[config.mk]
export PLATFORM = sky130hd
export DESIGN_NAME = simd_cmp_pipe
export DESIGN_NICKNAME = d
export VERILOG_FILES = /design/src/rtl/simd_cmp_pkg.sv /design/src/rtl/simd_cmp_lane_merge.sv /design/src/rtl/simd_cmp_pipe.sv
export SDC_FILE = /design/constraint.sdc
export NUM_CORES = 1
export LEC_CHECK = 0
export CAP_MARGIN = 20
export CORE_AREA = 3 3 307 309
export CTS_BUF_LIST = sky130_fd_sc_hd__clkbuf_8
export CTS_CLUSTER_SIZE = 14
export DETAILED_ROUTE_END_ITERATION = 6
export DIE_AREA = 0 0 310 312
export GPL_TIMING_DRIVEN = 1
export PLACE_DENSITY = 0.43
export SLEW_MARGIN = 25
export SYNTH_ARGS = -nofsm -noshare
export SYNTH_HDL_FRONTEND = slang
export SYNTH_SLANG_ARGS = --single-unit
[constraint.sdc]
create_clock -name clk -period 6 [get_ports clk]
set_input_delay 0.9 -clock clk [delete_from_list [all_inputs] [get_ports clk]]
set_output_delay 0.9 -clock clk [all_outputs]
set_load 0.05 [all_outputs]
[src/rtl/simd_cmp_pkg.sv]
// Shared types and lane helpers for the SIMD comparator pipeline.
package simd_cmp_pkg;

  typedef enum logic [1:0] {
    CMP_EQ  = 2'd0,
    CMP_GTS = 2'd1,
    CMP_GTU = 2'd2,
    CMP_LTS = 2'd3
  } cmp_op_e;

  typedef enum logic [2:0] {
    LANE_8   = 3'd0,
    LANE_16  = 3'd1,
    LANE_32  = 3'd2,
    LANE_64  = 3'd3,
    LANE_128 = 3'd4,
    LANE_256 = 3'd5
  } lane_mode_e;

  typedef struct packed {
    logic [2:0] mode;
    cmp_op_e    op;
  } cmp_ctrl_t;

  // log2 of bytes per lane: modes above 256-bit lanes alias to 256, then clamp to the vector.
  function automatic int unsigned eff_mode(input logic [2:0] mode, input int unsigned width);
    int unsigned cap;
    cap = $clog2(width / 8);
    if (cap > 32'(LANE_256)) cap = 32'(LANE_256);
    return (32'(mode) > cap) ? cap : 32'(mode);
  endfunction

  function automatic int unsigned lane_count(input logic [2:0] mode, input int unsigned width);
    return (width / 8) >> eff_mode(mode, width);
  endfunction

endpackage

[src/rtl/simd_cmp_lane_merge.sv]
// Merges registered per-byte compare partials into lane results for one mode/op.
// Optional mask output under SIMD_CMP_MASK_EN.
module simd_cmp_lane_merge
  import simd_cmp_pkg::*;
#(
  parameter int unsigned WIDTH = 256
) (
  input  logic [WIDTH/8-1:0] eq,
  input  logic [WIDTH/8-1:0] gtu,
  input  logic [WIDTH/8-1:0] ltu,
  input  logic [WIDTH/8-1:0] sign_a,
  input  logic [WIDTH/8-1:0] sign_b,
  input  logic [2:0]         mode,
  input  cmp_op_e            op,
  output logic [WIDTH-1:0]   res
`ifdef SIMD_CMP_MASK_EN
  ,
  output logic [WIDTH/8-1:0] mask
`endif
);

  localparam int unsigned NB = WIDTH / 8;
  localparam int unsigned IW = (NB > 1) ? $clog2(NB) : 1;

  int unsigned   m;
  int unsigned   lb_m1;
  int unsigned   nl;
  logic          eq_acc;
  logic          gt_acc;
  logic          lt_acc;
  logic          hit;
  logic [NB-1:0] lane_raw;
  logic [NB-1:0] lane_mask;

  // Scan bytes LSB->MSB inside each lane; a non-equal higher byte overrides lower ones.
  always_comb begin
    m         = eff_mode(mode, WIDTH);
    lb_m1     = (32'd1 << m) - 32'd1;
    nl        = lane_count(mode, WIDTH);
    eq_acc    = 1'b1;
    gt_acc    = 1'b0;
    lt_acc    = 1'b0;
    hit       = 1'b0;
    lane_raw  = '0;
    lane_mask = '0;
    res       = '0;
    for (int unsigned k = 0; k < NB; k++) begin
      if ((k & lb_m1) == 32'd0) begin
        eq_acc = 1'b1;
        gt_acc = 1'b0;
        lt_acc = 1'b0;
      end
      eq_acc = eq_acc & eq[k];
      gt_acc = gtu[k] | (eq[k] & gt_acc);
      lt_acc = ltu[k] | (eq[k] & lt_acc);
      if ((k & lb_m1) == lb_m1) begin
        case (op)
          CMP_EQ:  hit = eq_acc;
          CMP_GTS: hit = (sign_a[k] != sign_b[k]) ? sign_b[k] : gt_acc;
          CMP_GTU: hit = gt_acc;
          default: hit = (sign_a[k] != sign_b[k]) ? sign_a[k] : lt_acc;
        endcase
        lane_raw[IW'(k >> m)] = hit;
      end
    end
    for (int unsigned l = 0; l < NB; l++) begin
      if (l < nl) lane_mask[l] = lane_raw[l];
    end
    for (int unsigned k = 0; k < NB; k++) begin
      res[8*k +: 8] = {8{lane_mask[IW'(k >> m)]}};
    end
  end

`ifdef SIMD_CMP_MASK_EN
  assign mask = lane_mask;
`endif

endmodule

[src/rtl/simd_cmp_pipe.sv]
// Two-stage pipelined SIMD comparator with valid/ready on both sides.
// Optional per-lane out_mask port under SIMD_CMP_MASK_EN.
module simd_cmp_pipe
  import simd_cmp_pkg::*;
#(
  parameter int unsigned WIDTH = 256,
  parameter int unsigned TAG_W = 4
) (
  input  logic               clk,
  input  logic               rst,
  input  logic               in_valid,
  output logic               in_ready,
  input  logic [WIDTH-1:0]   in_a,
  input  logic [WIDTH-1:0]   in_b,
  input  logic [2:0]         in_mode,
  input  logic [1:0]         in_op,
  input  logic [TAG_W-1:0]   in_tag,
  output logic               out_valid,
  input  logic               out_ready,
  output logic [WIDTH-1:0]   out_res,
  output logic [TAG_W-1:0]   out_tag
`ifdef SIMD_CMP_MASK_EN
  ,
  output logic [WIDTH/8-1:0] out_mask
`endif
);

  localparam int unsigned NB = WIDTH / 8;

  logic [NB-1:0]    eq_c, gtu_c, ltu_c, sa_c, sb_c;
  logic             s1_valid;
  logic [NB-1:0]    s1_eq, s1_gtu, s1_ltu, s1_sa, s1_sb;
  cmp_ctrl_t        s1_ctrl;
  logic [TAG_W-1:0] s1_tag;
  logic             s1_en, s2_en;
  logic [WIDTH-1:0] mg_res;
`ifdef SIMD_CMP_MASK_EN
  logic [NB-1:0]    mg_mask;
`endif

  assign s2_en    = !out_valid || out_ready;
  assign s1_en    = !s1_valid || s2_en;
  assign in_ready = s1_en;

  // Per-byte unsigned partials and byte sign bits.
  always_comb begin
    eq_c  = '0;
    gtu_c = '0;
    ltu_c = '0;
    sa_c  = '0;
    sb_c  = '0;
    for (int unsigned k = 0; k < NB; k++) begin
      eq_c[k]  = in_a[8*k +: 8] == in_b[8*k +: 8];
      gtu_c[k] = in_a[8*k +: 8] >  in_b[8*k +: 8];
      ltu_c[k] = in_a[8*k +: 8] <  in_b[8*k +: 8];
      sa_c[k]  = in_a[8*k + 7];
      sb_c[k]  = in_b[8*k + 7];
    end
  end

  always_ff @(posedge clk) begin
    if (rst) begin
      s1_valid <= 1'b0;
    end else if (s1_en) begin
      s1_valid <= in_valid;
      if (in_valid) begin
        s1_eq        <= eq_c;
        s1_gtu       <= gtu_c;
        s1_ltu       <= ltu_c;
        s1_sa        <= sa_c;
        s1_sb        <= sb_c;
        s1_ctrl.mode <= in_mode;
        s1_ctrl.op   <= cmp_op_e'(in_op);
        s1_tag       <= in_tag;
      end
    end
  end

  simd_cmp_lane_merge #(.WIDTH(WIDTH)) u_merge (
    .eq     (s1_eq),
    .gtu    (s1_gtu),
    .ltu    (s1_ltu),
    .sign_a (s1_sa),
    .sign_b (s1_sb),
    .mode   (s1_ctrl.mode),
    .op     (s1_ctrl.op),
    .res    (mg_res)
`ifdef SIMD_CMP_MASK_EN
    ,
    .mask   (mg_mask)
`endif
  );

  // Output stage holds its beat while the consumer stalls.
  always_ff @(posedge clk) begin
    if (rst) begin
      out_valid <= 1'b0;
      out_res   <= '0;
      out_tag   <= '0;
`ifdef SIMD_CMP_MASK_EN
      out_mask  <= '0;
`endif
    end else if (s2_en) begin
      out_valid <= s1_valid;
      if (s1_valid) begin
        out_res  <= mg_res;
        out_tag  <= s1_tag;
`ifdef SIMD_CMP_MASK_EN
        out_mask <= mg_mask;
`endif
      end
    end
  end

endmodule

==> results by group, run 1 <==
Logic synthesis
  – Yosys synthesis warning count: 0
  – Post-synth top area cell: edfxtp_1
  – Area share of the largest cell type after synthesis: 25.50%
  – Synth Register Bits: 207
  – EDFF count, synth: 169
  – Synthesized net count: 3089
  – Post-synthesis sequential area ratio: 29.32%
  – Mean Syn Cell Area: between 8 and 9 um^2
  – Most frequent cell after synthesis: inv_1
  – Cell Area, Synth: 19900 um^2
  – Ys async rst share: 0%
  – Yosys cell types: 98
  – Top post-synthesis cells by area: edfxtp_1, ha_1, buf_4, inv_1, nor2_1
  – Main synth FF type: edfxtp_1
  – Post-Syn Instances: 2305
  – Post-synth top cells: inv_1, ha_1, buf_4

Critical path
  – Setup CP Type: reg2reg
  – Reg2reg setup slack: 370 ps
  – Worst path most repeated cell: a21oi_1
  – CP Cell Sequence: nor2_1 > nand2_1 > ha_1 > or3b_2 > o211ai_1 > a32oi_1 > a211oi_1 > or3_1 > o21ai_0 > a21oi_1 > maj3_1 > a221oi_1 > o31ai_1 > a21oi_1 > a22o_1
  – Critical Path AT: a little over 6000 ps
  – Crit path launch: s1_ctrl[4]
  – R2r endpoint: out_res[239]
  – Critical path startpoint category: register
  – Worst path bufs/invs: 0
  – Crit-path max cell delay: 700 ps
  – CP Max Fanout: 15
  – R2R cell count: 15
  – Worst-path cell with the longest stage delay: a32oi_1
  – Worst setup EP type: register
  – Reg-to-Reg Start: s1_ctrl[4]
  – Top delay family on crit path: compound AO/OA/AOI/OAI gates
  – Worst Path Required: 6530 ps

Clock network
  – Post-CTS resize count: 0
  – CTS tree: built
  – Clock Latency Late Sink: 590 ps
  – Clk sink count: 207
  – Hold_buf cts: 0
  – H-tree depth: 2
  – Maximum clock insertion buffer count: 3
  – CTS clk-pin slew, worst paths: 70 ps
  – Postcts setup bufs: 0
  – Total CTS buffers: 41
  – CTS root buffer: clkbuf_8

Pwr
  – Switching share of power: 35.38%
  – Design Power: 4.801 mW
  – Peak VDD IR: 0.0001036 V
  – Leak Pwr: 11.89 nW
  – Total net switching power: roughly 1.7 mW
  – Cell Int Power: 3.103 mW
  – Clock power frac: around 27%
  – Register share of total power: 36.2%
  – PwrDens: 169.6 nW/um^2
  – Comb power frac: 36.4%

Floorplan
  – Row count: approximately 110
  – I/O pins: 787
  – Core Area: 91660 um^2
  – Die Y-Extent: 312 um
  – Initial Util: between 20% and 30%
  – Die Span X: 310 um
  – DIE AREA: between 90000 and 100000 um^2

Min path
  – Worst Hold End: out_tag[0]
  – Worst Hold Launch: out_tag[0]
  – Min-Delay Path Depth: 2
  – Hold crit path type: reg2reg

Layout
  – Core Util, Final: 30.89%
  – Area delta synth->final: 42.28%
  – Layout cells sized above 1: between 4 and 5%
  – # fillers: 9545
  – Nets: around 3700

Global routing
  – All-Layer GR Usage: between 15 and 20%
  – Vias in the first global route: 19680
  – Initial antenna violation count: 6
  – Largest net degree at the start of global routing: 75
  – GRT Residual Overflow: 0
  – First-pass GRT wire length: 127.5 mm

STA
  – Setup-failing EPs final: 0
  – Period minus WS final: 5628 ps
  – Slew margin rel.: 37.04%
  – Measured slew at the worst slew-check pin: 938.7 ps
  – Final hold violation count: 0
  – Fmax: 0.1777 GHz
  – RSZ-0062 raised after global routing: false
  – Slew Limit Fails: 0
  – Period Utilization, post-route: between 90% and 100%
  – Setup TNS: 0 ps
  – Clock Skew: 27.86 ps

Placement
  – DPL Wire Length: approximately 75 mm
  – Buffers on Ports: between 700 and 800
  – Placer's final routability congestion estimate: a little over 0.9

Drt
  – Drt wl/cell: 21.50 um
  – DRC violations left: 0
  – Drt first pass iters: 5
  – Final WL: 88.09 mm
  – Iteration-0 DRC Markers: 1078
  – Vias per cell: 4.744
  – Detailed-route via count: 19440
  – Routed Antenna Nets: 0

Outcome
  – Status: completed

Run
  – Max-cap violations: 0
==> sequential cells by signal, indices dropped and copies added (netlist names) <==
register   count
s1_ltu        32
s1_sb         32
s1_sa         32
s1_tag         4
s1_valid       1
s1_ctrl        5
out_tag        4
out_valid      1
s1_gtu        32
s1_eq         32
out_res       32
==> worst max-delay path by stage <==
stage / endpoint / slack, ps / depth (start not counted)
2_1_floorplan: s1_ctrl[0] / 90 / 3
3_3_place_gp: out_res[239] / 650 / 15
3_5_place_dp: out_res[239] / 480 / 15
4_1_cts: out_res[239] / 450 / 15
5_1_grt: out_res[239] / 90 / 15
6_report: out_res[239] / 370 / 15
==> worst reg2reg max path, delay by kind of cell (launching register included) <==
| kind | cells | cell delay (ps) |
|---|---|---|
| compound gates | 9 | 2630 |
| fa+ha+maj | 2 | 950 |
| flops | 1 | 420 |
| simple gates | 4 | 1550 |
==> power by group through the flow <==
stage	Sequential, mW	Clock, mW	Combinational [mW]
2_1_floorplan	1.78	0	1.02
3_3_place_gp	1.77	0	1.74
3_5_place_dp	1.77	0	1.75
4_1_cts	1.74	1.38	1.76
5_1_grt	1.75	1.45	1.90
6_report	1.74	1.32	1.75
==> layout make-up <==
cell class,count,area (um^2),area share (%)
antenna,2,5.005,0.01768
clock buffer,42,578.1,2.042
clock inverter,28,145.1,0.5126
inverter,305,1145,4.043
multi-input combinational,1506,10980,38.78
sequential,207,5836,20.61
tap,1186,1484,5.241
timing repair buffer,821,8143,28.76
==> per-stage QoR <==
| step | hold slack [ps] | setup slack [ps] | instances | area (um^2) |
|---|---|---|---|---|
| after floorplan | 471.3 | 91.11 | 2305 | 19900 |
| after global placement | 444.6 | 646.7 | 4025 | 27580 |
| after detailed placement | 449.2 | 480.7 | 4025 | 27590 |
| after CTS | 456.6 | 450.9 | 4095 | 28310 |
| after global routing | 477.0 | 91.48 | 4097 | 28310 |
| final | 451.6 | 371.7 | 4097 | 28310 |
==> routing by layer <==
layer | up-vias | track usage (%) | wire length, um
met4 | 2 | 4.580 | 2170
met1 | 9252 | 21.35 | 36100
met2 | 818 | 31.82 | 44580
met3 | 119 | 2.616 | 5218
li1 | 9246 | - | -
met5 | - | 0 | 13
==> cell families after synthesis <==
family | share of synthesized area, %
multiplexers | 0.9368
XOR/XNOR | 0.04402
adder cells (fa/ha/maj) | 17.49
other | 0.03774
flip-flops | 29.32
AO/OA/AOI/OAI | 21.47
AND/OR/NAND/NOR | 15.10
buffers and inverters | 15.61
==> cell usage in the layout, fill, tap and decap left out, types with 10 or more instances in the layout <==
cell type / instances
o211ai_1: 26
a311oi_1: 12
nand2_1: 113
a221oi_1: 10
and3_1: 13
maj3_1: 24
buf_4: 34
nand4_1: 76
dfxtp_1: 38
and2_1: 11
o21ai_0: 111
clkbuf_8: 42
ha_1: 259
nand3_1: 22
nor2_1: 216
edfxtp_1: 169
o31ai_1: 15
clkdlybuf4s50_1: 786
clkinv_1: 10
nor2b_1: 51
inv_1: 317
nand2b_1: 50
o21bai_1: 11
o22ai_1: 10
a21o_1: 74
a31oi_1: 31
a22o_1: 10
a211oi_1: 55
a21oi_1: 103
nor3_1: 23
Power figures use the tool's default switching activity.
==> run 2: changes to the inputs <==
- CAP_MARGIN: 20 -> not set
- CORE_AREA: 3 3 307 309 -> 3 3 304 306
- DIE_AREA: 0 0 310 312 -> 0 0 307 309
- PLACE_DENSITY: 0.43 -> 0.53
- SYNTH_HIERARCHICAL: not set -> 1
==> results by group, run 2 <==
Run
  – Max-cap violations: 0 (unchanged)

Global routing
  – GRT Residual Overflow: 0 (unchanged)
  – All-Layer GR Usage: 20.95% (was 17.51%)
  – Vias in the first global route: 24960 (was 19680)
  – Initial antenna violation count: 1 (was 6)
  – Largest net degree at the start of global routing: 146 (was 75)
  – First-pass GRT wire length: 152.4 mm (was 127.5 mm)

Logic synthesis
  – Ys async rst share: 0% (unchanged)
  – Top post-synthesis cells by area: dfxtp_1, edfxtp_1, ha_1, nand2_1, a21oi_1 (was edfxtp_1, ha_1, buf_4, inv_1, nor2_1)
  – Post-synth top area cell: dfxtp_1 (was edfxtp_1)
  – Synthesized net count: 4170 (was 3089)
  – Main synth FF type: dfxtp_1 (was edfxtp_1)
  – Cell Area, Synth: 27980 um^2 (was 19900 um^2)
  – Most frequent cell after synthesis: nand2_1 (was inv_1)
  – Area share of the largest cell type after synthesis: 18.74% (was 25.50%)
  – EDFF count, synth: 169 (unchanged)
  – Post-synth top cells: nand2_1, a21oi_1, inv_1 (was inv_1, ha_1, buf_4)
  – Synth Register Bits: 431 (was 207)
  – Mean Syn Cell Area: 8.264 um^2 (was 8.634 um^2)
  – Post-Syn Instances: 3386 (was 2305)
  – Post-synthesis sequential area ratio: 36.88% (was 29.32%)
  – Yosys synthesis warning count: 6 (was 0)
  – Yosys cell types: 104 (was 98)

STA
  – Setup TNS: 0 ps (unchanged)
  – Setup-failing EPs final: 0 (unchanged)
  – Final hold violation count: 0 (unchanged)
  – Slew Limit Fails: 0 (unchanged)
  – Clock Skew: 34.33 ps (was 27.86 ps)
  – Period Utilization, post-route: 91.75% (was 93.81%)
  – Slew margin rel.: 28.60% (was 37.04%)
  – Measured slew at the worst slew-check pin: 1065 ps (was 938.7 ps)
  – RSZ-0062 raised after global routing: false (unchanged)
  – Fmax: 0.1817 GHz (was 0.1777 GHz)
  – Period minus WS final: 5505 ps (was 5628 ps)

Drt
  – Routed Antenna Nets: 0 (unchanged)
  – Iteration-0 DRC Markers: 2019 (was 1078)
  – DRC violations left: 0 (unchanged)
  – Detailed-route via count: 25750 (was 19440)
  – Final WL: 104.4 mm (was 88.09 mm)
  – Drt first pass iters: 6 (was 5)
  – Vias per cell: 4.974 (was 4.744)
  – Drt wl/cell: 20.17 um (was 21.50 um)

Pwr
  – Register share of total power: 42.5% (was 36.2%)
  – Switching share of power: 31.18% (was 35.38%)
  – Total net switching power: 2.403 mW (was 1.698 mW)
  – Comb power frac: 23.8% (was 36.4%)
  – Leak Pwr: 14.40 nW (was 11.89 nW)
  – Cell Int Power: 5.303 mW (was 3.103 mW)
  – Clock power frac: 33.7% (was 27.4%)
  – PwrDens: 208.9 nW/um^2 (was 169.6 nW/um^2)
  – Peak VDD IR: 0.0001231 V (was 0.0001036 V)
  – Design Power: 7.706 mW (was 4.801 mW)

Floorplan
  – I/O pins: 787 (unchanged)
  – Die Span X: 307 um (was 310 um)
  – Die Y-Extent: 309 um (was 312 um)
  – Initial Util: 31.13% (was 21.71%)
  – DIE AREA: 94860 um^2 (was 96720 um^2)
  – Row count: 110 (was 111)
  – Core Area: 89870 um^2 (was 91660 um^2)

Clock network
  – CTS clk-pin slew, worst paths: 60 ps (was 70 ps)
  – Total CTS buffers: 78 (was 41)
  – H-tree depth: 3 (was 2)
  – Clock Latency Late Sink: 670 ps (was 590 ps)
  – Post-CTS resize count: 0 (unchanged)
  – CTS root buffer: clkbuf_8 (unchanged)
  – Hold_buf cts: 0 (unchanged)
  – Postcts setup bufs: 0 (unchanged)
  – CTS tree: built (unchanged)
  – Clk sink count: 431 (was 207)
  – Maximum clock insertion buffer count: 3 (unchanged)

Critical path
  – Reg2reg setup slack: 500 ps (was 370 ps)
  – Setup CP Type: reg2reg (unchanged)
  – Critical path startpoint category: register (unchanged)
  – R2r endpoint: out_res[205] (was out_res[239])
  – CP Max Fanout: 8 (was 15)
  – Worst setup EP type: register (unchanged)
  – CP Cell Sequence: nor2_1 > nand2_1 > ha_1 > nor3b_1 > buf_4 > nor4_1 > o211ai_1 > buf_4 > a2111oi_0 > nor3_1 > o21ai_1 > nand2_1 > a21oi_1 > nor2_1 > o31a_1 > o21ai_1 > nand2_1 > a21oi_1 (was nor2_1 > nand2_1 > ha_1 > or3b_2 > o211ai_1 > a32oi_1 > a211oi_1 > or3_1 > o21ai_0 > a21oi_1 > maj3_1 > a221oi_1 > o31ai_1 > a21oi_1 > a22o_1)
  – Worst path most repeated cell: nand2_1 (was a21oi_1)
  – Worst-path cell with the longest stage delay: a2111oi_0 (was a32oi_1)
  – Worst Path Required: 6560 ps (was 6530 ps)
  – Reg-to-Reg Start: s1_ctrl[4] (unchanged)
  – R2R cell count: 18 (was 15)
  – Critical Path AT: 6070 ps (was 6160 ps)
  – Crit-path max cell delay: 660 ps (was 700 ps)

Layout
  – FF/Latch Area: 10320 um^2 (was 5836 um^2)
  – Max reg flops: ~260
  – Layout cells sized above 1: 6.527% (was 4.778%)
  – Top reg by flops: out_res
  – Multi-input combinational cell area: 14140 um^2 (was 10980 um^2)
  – Commonest non-fill, non-tap cells in the layout: clkdlybuf4s50_1, nand2_1, a21oi_1, inv_1, dfxtp_1 (was clkdlybuf4s50_1, inv_1, ha_1, nor2_1, edfxtp_1)
  – # fillers: 9153 (was 9545)
  – Most common cell after layout, fill and taps aside: clkdlybuf4s50_1 (unchanged)
  – Area delta synth->final: 31.81% (was 42.28%)
  – Nets: 4727 (was 3666)

Outcome
  – Status: completed (unchanged)

Min path
  – Worst Hold End: out_res[2] (was out_tag[0])
  – Hold crit path type: reg2reg (unchanged)
  – Min-Delay Path Depth: 2 (unchanged)
  – Worst Hold Launch: out_res[2] (was out_tag[0])

Placement
  – DPL Wire Length: 82.34 mm (was 74.69 mm)
  – Buffers on Ports: 786 (unchanged)
  – Placer's final routability congestion estimate: 0.9453 (was 0.9149)
-- run 2: power groups by stage --
stage / Combinational (mW) / Clock [mW] / Sequential, mW
final: 1.83 / 2.60 / 3.28
after global routing: 2.00 / 2.84 / 3.29
after CTS: 1.84 / 2.71 / 3.28
after detailed placement: 1.83 / 0 / 3.34
after global placement: 1.82 / 0 / 3.34
after floorplan: 0.962 / 0 / 3.56
-- run 2: final cells by class --
class / instances / share of cell area (%)
clock inverter: 50 / 0.7327
antenna: 1 / 0.006784
sequential: 431 / 27.98
clock buffer: 86 / 3.209
timing repair buffer: 845 / 22.67
multi-input combinational: 2285 / 38.34
inverter: 302 / 3.073
tap: 1176 / 3.989
-- run 2: logic make-up (layout without fill, tap and decap cells) --
family / count (synthesis) / in the layout / share of synthesized area (%)
multiplexers: 4 / 4 / 0.2325
buffers and inverters: 670 / 1283 / 12.76
AND/OR/NAND/NOR: 1078 / 1078 / 16.98
flip-flops: 431 / 431 / 36.88
other: 2 / 3 / 0.02684
XOR/XNOR: 1 / 1 / 0.03131
adder cells (fa/ha/maj): 279 / 279 / 12.30
AO/OA/AOI/OAI: 921 / 921 / 20.79
-- run 2: worst max path at each step --
stage / cells past startpoint / from / end / slack (ps)
2_1_floorplan: 3 / out_ready / s1_ctrl[0] / 130
3_3_place_gp: 18 / s1_ctrl[4] / out_res[202] / 750
3_5_place_dp: 18 / s1_ctrl[4] / out_res[204] / 670
4_1_cts: 18 / s1_ctrl[4] / out_res[204] / 600
5_1_grt: 18 / s1_ctrl[4] / out_res[203] / 140
6_report: 18 / s1_ctrl[4] / out_res[205] / 500
-- run 2: critical path: cells and delay by family, from the launching register on --
kind	cells	cell delay, ps
flip-flops	1	390
AO/OA/AOI/OAI	7	2670
adder cells (fa/ha/maj)	1	360
buffers and inverters	2	450
AND/OR/NAND/NOR	8	1510
-- run 2: stage by stage --
stage	hold WS [ps]	instances	util [%]	instance area (um^2)	worst slack (ps)
3_5_place_dp	445.4	5039	39.42	35430	666.8
2_1_floorplan	471.3	3386	-	27980	128.3
4_1_cts	453.3	5175	41.04	36880	600.1
6_report	451.3	5176	41.04	36880	495.1
3_3_place_gp	440.7	5039	39.41	35420	745.2
5_1_grt	467.4	5176	41.04	36880	143.9
-- run 2: layer usage --
layer	track usage [%]	up-vias	wire (um)
met2	37.26	992	51320
met5	0	-	13
met3	4.060	196	7523
met1	25.45	11840	42180
met4	6.841	2	3362
li1	-	12720	-
